<file path="config.mk">
export PLATFORM = sky130hd
export DESIGN_NAME = cim_bitserial_column_flat
export DESIGN_NICKNAME = d
export VERILOG_FILES = /design/src/rtl/cim_bitserial_column_if.sv /design/src/rtl/cim_bitserial_column.sv /design/src/flat_wrapper.sv
export SDC_FILE = /design/constraint.sdc
export NUM_CORES = 2
export LEC_CHECK = 0
export BUFFER_PORTS_ARGS = -buffer_cell sky130_fd_sc_hd__buf_2
export CAP_MARGIN = 0
export CORE_AREA = 2 2 470 565
export DETAILED_ROUTE_END_ITERATION = 6
export DIE_AREA = 0 0 472 567
export PLACE_DENSITY = 0.6
export RECOVER_POWER = 50
export SYNTH_ARGS = -nofsm -noshare
export SYNTH_HDL_FRONTEND = slang
export SYNTH_SLANG_ARGS = --single-unit
</file>
<file path="constraint.sdc">
create_clock -name clock -period 54.1 [get_ports clock]
set_clock_uncertainty 0.1 [all_clocks]
set_input_delay 5.41 -clock clock [delete_from_list [all_inputs] [get_ports clock]]
set_output_delay 5.41 -clock clock [all_outputs]
set_load 0.03 [all_outputs]
</file>
<file path="src/rtl/cim_bitserial_column_if.sv">
// Job/result bundle for one bit-serial CIM column: the master supplies weights, activations and start,
// and consumes the signed dot product over the out_valid/out_ready handshake.
interface cim_bitserial_column_if #(
    parameter int WORDLEN      = 8,
    parameter int NROWS        = 64,
    parameter int LOG2_NROWS   = 6,
    parameter int IA_BITS      = 8,
    parameter int LOG2_IA_BITS = 3,
    parameter int OUT_WIDTH    = WORDLEN + LOG2_NROWS + IA_BITS
);
    logic [NROWS-1:0][WORDLEN-1:0] weight;
    logic [NROWS-1:0][IA_BITS-1:0] ia_data;
    logic [LOG2_IA_BITS:0]         ia_prec;
    logic                          ia_signed;
    logic                          start;
    logic                          busy;
    logic                          out_valid;
    logic                          out_ready;
    logic [OUT_WIDTH-1:0]          sum;

    modport master (
        output weight, ia_data, ia_prec, ia_signed, start, out_ready,
        input  busy, out_valid, sum
    );

    modport slave (
        input  weight, ia_data, ia_prec, ia_signed, start, out_ready,
        output busy, out_valid, sum
    );
endinterface

</file>
<file path="src/rtl/cim_bitserial_column.sv">
// Bit-serial CIM column: LSB-first activation shift through a 1-bit-multiply adder tree, shift-accumulate.
// Result valid P+1 edges after start acceptance; holds sum/out_valid in HOLD until out_ready, start ignored unless IDLE.
module cim_bitserial_column #(
    parameter int WORDLEN      = 8,
    parameter int NROWS        = 64,
    parameter int LOG2_NROWS   = 6,
    parameter int IA_BITS      = 8,
    parameter int LOG2_IA_BITS = 3,
    parameter int OUT_WIDTH    = WORDLEN + LOG2_NROWS + IA_BITS
) (
    input  logic                   clock,
    input  logic                   resetn,
    cim_bitserial_column_if.slave  bus
);
    localparam int TW = WORDLEN + LOG2_NROWS;

    typedef enum logic [1:0] {IDLE, RUN, FLUSH, HOLD} state_t;

    state_t                        r_state;
    logic [NROWS-1:0][IA_BITS-1:0] r_ia;
    logic [LOG2_IA_BITS-1:0]       r_last_b;
    logic                          r_signed;
    logic [LOG2_IA_BITS-1:0]       r_b;
    logic signed [TW-1:0]          r_tree;
    logic [LOG2_IA_BITS-1:0]       r_tree_b;
    logic                          r_tree_msb;
    logic                          r_tree_vld;
    logic signed [OUT_WIDTH-1:0]   r_accum;
    logic signed [OUT_WIDTH-1:0]   r_sum;
    logic                          r_out_valid;

    logic signed [TW-1:0]          w_treesum;
    logic signed [OUT_WIDTH-1:0]   w_term;
    logic signed [OUT_WIDTH-1:0]   w_accum_next;
    logic [LOG2_IA_BITS:0]         w_prec_m1;

    // Out-of-range precision (0 or above IA_BITS) falls back to the full word.
    always_comb begin
        w_prec_m1 = (LOG2_IA_BITS+1)'(IA_BITS - 1);
        if (bus.ia_prec != '0 && bus.ia_prec <= (LOG2_IA_BITS+1)'(IA_BITS))
            w_prec_m1 = bus.ia_prec - 1'b1;
    end

    always_comb begin
        w_treesum = '0;
        for (int r = 0; r < NROWS; r++) begin
            if (r_ia[r][r_b])
                w_treesum = w_treesum + TW'($signed(bus.weight[r]));
        end
    end

    // MSB of a two's-complement activation carries negative weight.
    always_comb begin
        w_term       = OUT_WIDTH'(r_tree) <<< r_tree_b;
        w_accum_next = r_accum;
        if (r_tree_vld) begin
            if (r_signed && r_tree_msb)
                w_accum_next = r_accum - w_term;
            else
                w_accum_next = r_accum + w_term;
        end
    end

    always_ff @(posedge clock or negedge resetn) begin
        if (!resetn) begin
            r_state     <= IDLE;
            r_ia        <= '0;
            r_last_b    <= '0;
            r_signed    <= 1'b0;
            r_b         <= '0;
            r_tree      <= '0;
            r_tree_b    <= '0;
            r_tree_msb  <= 1'b0;
            r_tree_vld  <= 1'b0;
            r_accum     <= '0;
            r_sum       <= '0;
            r_out_valid <= 1'b0;
        end else begin
            case (r_state)
                IDLE: begin
                    r_tree_vld <= 1'b0;
                    if (bus.start) begin
                        r_ia     <= bus.ia_data;
                        r_last_b <= w_prec_m1[LOG2_IA_BITS-1:0];
                        r_signed <= bus.ia_signed;
                        r_accum  <= '0;
                        r_b      <= '0;
                        r_state  <= RUN;
                    end
                end
                RUN: begin
                    r_accum    <= w_accum_next;
                    r_tree     <= w_treesum;
                    r_tree_b   <= r_b;
                    r_tree_msb <= (r_b == r_last_b);
                    r_tree_vld <= 1'b1;
                    r_b        <= r_b + 1'b1;
                    if (r_b == r_last_b)
                        r_state <= FLUSH;
                end
                FLUSH: begin
                    r_accum     <= w_accum_next;
                    r_sum       <= w_accum_next;
                    r_tree_vld  <= 1'b0;
                    r_out_valid <= 1'b1;
                    r_state     <= HOLD;
                end
                HOLD: begin
                    if (bus.out_ready) begin
                        r_out_valid <= 1'b0;
                        r_state     <= IDLE;
                    end
                end
                default: r_state <= IDLE;
            endcase
        end
    end

    assign bus.busy      = (r_state != IDLE);
    assign bus.out_valid = r_out_valid;
    assign bus.sum       = r_sum;
endmodule

</file>
<file path="src/flat_wrapper.sv">
// flat-port wrapper written by rule: the top's interface ports become plain ports
module cim_bitserial_column_flat 
#(
    parameter int WORDLEN      = 8,
    parameter int NROWS        = 64,
    parameter int LOG2_NROWS   = 6,
    parameter int IA_BITS      = 8,
    parameter int LOG2_IA_BITS = 3,
    parameter int OUT_WIDTH    = WORDLEN + LOG2_NROWS + IA_BITS
)
  (clock, resetn, bus_weight, bus_ia_data, bus_ia_prec, bus_ia_signed, bus_start, bus_out_ready, bus_busy, bus_out_valid, bus_sum);
  cim_bitserial_column_if #(.WORDLEN(WORDLEN), .NROWS(NROWS), .LOG2_NROWS(LOG2_NROWS), .IA_BITS(IA_BITS), .LOG2_IA_BITS(LOG2_IA_BITS), .OUT_WIDTH(OUT_WIDTH)) bus_i ();
  input  logic clock;
  input  logic resetn;
  input wire logic [$bits(bus_i.weight)-1:0] bus_weight;
  input wire logic [$bits(bus_i.ia_data)-1:0] bus_ia_data;
  input wire logic [$bits(bus_i.ia_prec)-1:0] bus_ia_prec;
  input wire logic [$bits(bus_i.ia_signed)-1:0] bus_ia_signed;
  input wire logic [$bits(bus_i.start)-1:0] bus_start;
  input wire logic [$bits(bus_i.out_ready)-1:0] bus_out_ready;
  output wire logic [$bits(bus_i.busy)-1:0] bus_busy;
  output wire logic [$bits(bus_i.out_valid)-1:0] bus_out_valid;
  output wire logic [$bits(bus_i.sum)-1:0] bus_sum;
  assign bus_i.weight = bus_weight;
  assign bus_i.ia_data = bus_ia_data;
  assign bus_i.ia_prec = bus_ia_prec;
  assign bus_i.ia_signed = bus_ia_signed;
  assign bus_i.start = bus_start;
  assign bus_i.out_ready = bus_out_ready;
  assign bus_busy = bus_i.busy;
  assign bus_out_valid = bus_i.out_valid;
  assign bus_sum = bus_i.sum;
  cim_bitserial_column #(.WORDLEN(WORDLEN), .NROWS(NROWS), .LOG2_NROWS(LOG2_NROWS), .IA_BITS(IA_BITS), .LOG2_IA_BITS(LOG2_IA_BITS), .OUT_WIDTH(OUT_WIDTH)) u_core (.clock(clock), .resetn(resetn), .bus(bus_i));
endmodule
</file>
Yosys cells after proc, flatten, opt, wreduce, memory -nomap -nowiden:

Index checks and enable logic that the tools add are counted.

* flip-flop bits (word level): 585
* input port bits: 1033
* word-level logic and storage cells: 374

* $add $sub $neg: 67
* order comparisons: 2
* equal/unequal tests: 7
* shift operators: 1
* multiplexer cells: 206
* reduce and logical (&&, ||, !) cells: 16

Operator list (number)
* $mux W14: 64
* $add A14 B8 Y14: 63
* $bmux W1 S3: 64
* $mux W22: 3
* $mux W1: 65
* $pmux W22 S2: 1
* $add A22 B22 Y22: 1
* $sshl A14 B3 Y22: 1
* $sub A22 B22 Y22: 1
* $reduce_bool A2 Y1: 5
* $pmux W2 S4: 1
* $reduce_and A2 Y1: 4
* $mux W2: 3
* $mux W3: 2
* $pmux W3 S2: 1
* $eq A2 B2 Y1 const B: 2
* $le A4 B4 Y1 const B: 1
* $lt A3 B4 Y1 const B: 1
* $ne A2 B2 Y1 const B: 2
* $pmux W1 S2: 2
* $reduce_bool A4 Y1: 1
* $reduce_or A2 Y1: 2
* $add A3 B1 Y3 const B: 1
* $eq A3 B3 Y1: 1
* other kinds (6): 7

Depth between registers and ports, before layout:

* word-level depth: 129
* mapped depth: 360
* depth with buffers taken out: 358

Least setup slack after synthesis:

No wires, ideal clock.

* path kind: in2reg
* start: input port bus_weight[0]
* end: register u_core.r_tree[13]
* data arrival time: 62.797 ns
* data required time: 53.917 ns
* path slack: -8.879 ns
* stages on the path: 347
* buffers on the path: 0
* cell sequence: and2_1 > ha_1 > inv_1 > fa_1 > nor2_1 > or2_2 > ha_1 > a211oi_1 > nor2_1 > o211a_1 > a21oi_1 > ha_1 > xor2_1 > mux2_2 > a21oi_1 > ha_1 > a21oi_1 > xor2_1 > (+311 left out) > a21boi_0 > or3_1 > o21ai_0 > ha_1 > xnor2_1 > nor2_1 > o32ai_1 > a21oi_1 > inv_1 > ha_1 > a21o_1 > a31oi_1 > xnor2_1 > nand2_1 > xnor2_1 > xnor2_1 > xnor3_1 > o21ai_0

* cells in the longest elaborated chain, start to end: 127

Ends and longest elaborated chain
* start, declared: line flat_wrapper.sv:15 `input wire logic [$bits(bus_i.weight)-1:0] bus_weight;`
* $mux W14 (*): line cim_bitserial_column.sv:47 `if (r_ia[r][r_b])`
* $add A14 B8 Y14: line cim_bitserial_column.sv:48 `w_treesum = w_treesum + TW'($signed(bus.weight[r]));`
* $mux W14 (*): line cim_bitserial_column.sv:47
* $add A14 B8 Y14: line cim_bitserial_column.sv:48
* $mux W14 (*): line cim_bitserial_column.sv:47
* $add A14 B8 Y14: line cim_bitserial_column.sv:48
* $mux W14 (*): line cim_bitserial_column.sv:47
* $add A14 B8 Y14: line cim_bitserial_column.sv:48
* (+111 left out)
* $add A14 B8 Y14: line cim_bitserial_column.sv:48
* $mux W14 (*): line cim_bitserial_column.sv:47
* $add A14 B8 Y14: line cim_bitserial_column.sv:48
* $mux W14 (*): line cim_bitserial_column.sv:47
* $add A14 B8 Y14: line cim_bitserial_column.sv:48
* $mux W14 (*): line cim_bitserial_column.sv:47
* $add A14 B8 Y14: line cim_bitserial_column.sv:48
* $mux W14 (*): line cim_bitserial_column.sv:47
* end signal, assigned: line cim_bitserial_column.sv:93 `r_tree <= w_treesum;`
* end, declared: line cim_bitserial_column.sv:24 `logic signed [TW-1:0] r_tree;`

Every way passes the cells marked *; elsewhere a longest branch is shown, timed or not.
A chain may end at the register's enable or synchronous reset.

Worst setup path in the final report:

Ends and elaborated chain as after synthesis.

==> metrics.txt <==
status=finished with violations; failing checks=max-capacitance violations, max-slew violations, negative setup slack; clock sink count=585; slowest cell on the critical path=fa_2; Routed WL per cell=21.3 um; post-layout minimum cycle time=63.34 ns; Slew Viols, Final=588; Mean Syn Cell Area=8.24 um2; Synth Net Count=11456; first-pass GRT wire length=535000 um; IO Pins=1057; Hold Path Sink=u_core.r_ia[422]; Hold Path Cell Cnt=1; Hold Vio Cnt, Final=0; post-synthesis cell area=78400 um2; TritonRoute pass-1 iters=5; top cell type's share of synthesized area=18.7%; leading cell type in the layout, fill and taps excluded=buf_4; hold path startpoint=u_core.r_ia[422]; Peak Freq=0.0158 GHz; H-Tree Depth=3; Max-slew headroom=-186%; final wirelength=365000 um; Synth Instances=9516; Die Ht=567 um; Finished Layout Cells=17142; Layout Nets=15493; HPWL Detailed=301000 um; cell area after layout=119000 um2; Synth area leader=dfrtp_1; max-capacitance violation count=13; area of the die=268000 um2; CP startpoint kind=input pin; core footprint=262000 um2; post-synthesis sequential area ratio=18.7%; reg-to-reg slack, setup=-5.74 ns; worst r2r dst=u_core.r_tree[13]; reg2reg path depth=363; Placed Instances=16526; # port buffers=1056; critical path's largest stage delay=0.56 ns; worst min-delay path category=flip-flop to flip-flop; DP Area=109000 um2; DR iter-0 viols=5220; largest net degree at the start of global routing=82; GRT overflow=0; Critical Path AT=63.87 ns; dominant synthesized flop cell=dfrtp_1; Syn-to-layout area delta=51.6%; Post-synth EDFFs=0; num rows=206; Die X=472 um; maximum clock insertion buffer count=3; CTS tree=done; kind of critical path=input pin to flip-flop; routability cong.=0.968; Clock transition at path regs=0.07 ns; DRC Markers=0; via count=89465; R2R Path Start=u_core.r_b[0]; Max FO, Critical Path=5; RSZ-0062 raised after global routing=true; Worst-Margin Slew=4.29 ns; ranking of synthesized cells by area=dfrtp_1, ha_1, mux2_2; root buffer cell=clkbuf_16; crit-path most repeated cell=ha_4; worst path required time=54.63 ns; Initial Util=29.9%; Vias/cell=5.22; crit end category=flip-flop; Yosys warnings=0; Post-synth ARST share=100%; pre-CTS WS=-13.12 ns; Netlist cell types=115; vias in the first global route=88181; worst setup margin=-9.24 ns; share of layout cells above drive strength 1=44.8%; most frequent cells in the layout=buf_4, buf_2, nand2_1; clk_lat worst skew=0.75 ns; #FFs+latches synth=585; initial antenna violation count=163; CTS buffer count=72; Global Route Usage Sum=26.0%; ANT nets after route=0; Tcrit/Tclk final=117%; endpoints failing setup=13
==> state kept, by name, indices dropped and copies added, names as in the netlist, 2 cells and up <==
register         count
u_core.r_last_b      3
u_core.r_ia        512
u_core.bus.sum      22
u_core.r_accum      22
u_core.r_b           3
u_core.r_tree_b      3
u_core.r_tree       14
u_core.r_state       2
==> how the worst max path moves through the flow <==
stage               slack, ns  cells past startpoint                 to     startpoint
global route           -12.21                    358  u_core.r_tree[13]  bus_weight[0]
finish                  -9.24                    360  u_core.r_tree[13]  bus_weight[0]
global placement       -12.90                    340  u_core.r_tree[13]  bus_weight[0]
floorplan               -6.11                    350  u_core.r_tree[13]  bus_weight[0]
CTS                     -8.28                    323  u_core.r_tree[13]  bus_weight[0]
detailed placement     -13.12                    340  u_core.r_tree[13]  bus_weight[0]
==> worst max-delay path: cells and delay by family <==
family / cells / cell delay [ns]
AOI/OAI and AO/OA: 161 / 21.99
xor gates and xnor gates: 25 / 3.68
adders and majority gates: 63 / 17.38
buffers and inverters: 29 / 3.07
muxes: 3 / 0.87
and+or+nand+nor: 79 / 11.31
==> kinds of logic (layout without fill, tap and decap cells) <==
group	after synthesis	count (layout)	synth area share, %
adders and majority gates	907	907	15.1
and+or+nand+nor	2893	2893	16.8
muxes	885	885	14.6
buffers and inverters	838	4933	4.29
xor gates and xnor gates	589	589	6.76
AOI/OAI and AO/OA	2819	2819	23.8
DFF	585	585	18.7
other	0	99	0
==> stage by stage <==
step                hold WS [ns]  setup TNS [ns]  util (%)
global placement           0.384         -125.55      41.8
finish                     0.400          -88.44      45.4
CTS                        0.404          -80.43      44.3
global route               0.415         -129.81      45.3
detailed placement         0.390         -128.78      41.8
floorplan                  0.363          -44.32         -
==> cells in the mapped netlist, drive strengths merged, types with 46 or more instances <==
| cell | number |
|---|---|
| a31oi | 109 |
| inv | 512 |
| nor2 | 854 |
| nand3 | 139 |
| nor3 | 230 |
| and3 | 78 |
| nand2b | 85 |
| and2 | 71 |
| or3 | 110 |
| o31ai | 79 |
| mux4 | 139 |
| mux2 | 611 |
| fa | 64 |
| a21boi | 106 |
| ha | 843 |
| xnor2 | 375 |
| a21o | 275 |
| o21bai | 63 |
| a211oi | 106 |
| buf | 93 |
| a31o | 46 |
| dfrtp | 585 |
| nand2 | 1012 |
| a21oi | 650 |
| mux2i | 135 |
| o21ai | 638 |
| o21a | 200 |
| clkbuf | 232 |
| nor2b | 127 |
| xor2 | 204 |
| o31a | 52 |
| o211ai | 83 |
==> per-layer routing <==
metal,vias to the layer above,routed length (um),global-route usage (%)
met5,-,578,0
met4,90,23000,15.0
met3,791,23100,4.70
met2,2668,172000,43.9
met1,42749,146000,30.9
li1,43167,-,-
==> final cells by class <==
class / instances / area (um2)
Antenna cell: 99 / 248
Clock buffer: 99 / 2090
Clock inverter: 33 / 400
Fill cell: 25809 / 143000
Inverter: 513 / 1930
Multi-Input combinational cell: 8093 / 65700
Sequential cell: 585 / 14700
Tap cell: 3432 / 4290
Timing Repair Buffer: 4288 / 29500
==> timing repair <==
item	in CTS	in global routing
hold buffers	0	0
endpoints found under the setup margin	13	13
resized for setup	426	374
pin swaps	248	303
setup buffers	276	109
Power is left out: the tool's default activity adds up to more than one toggle a clock period on the data nets, which glitch-free logic cannot reach.
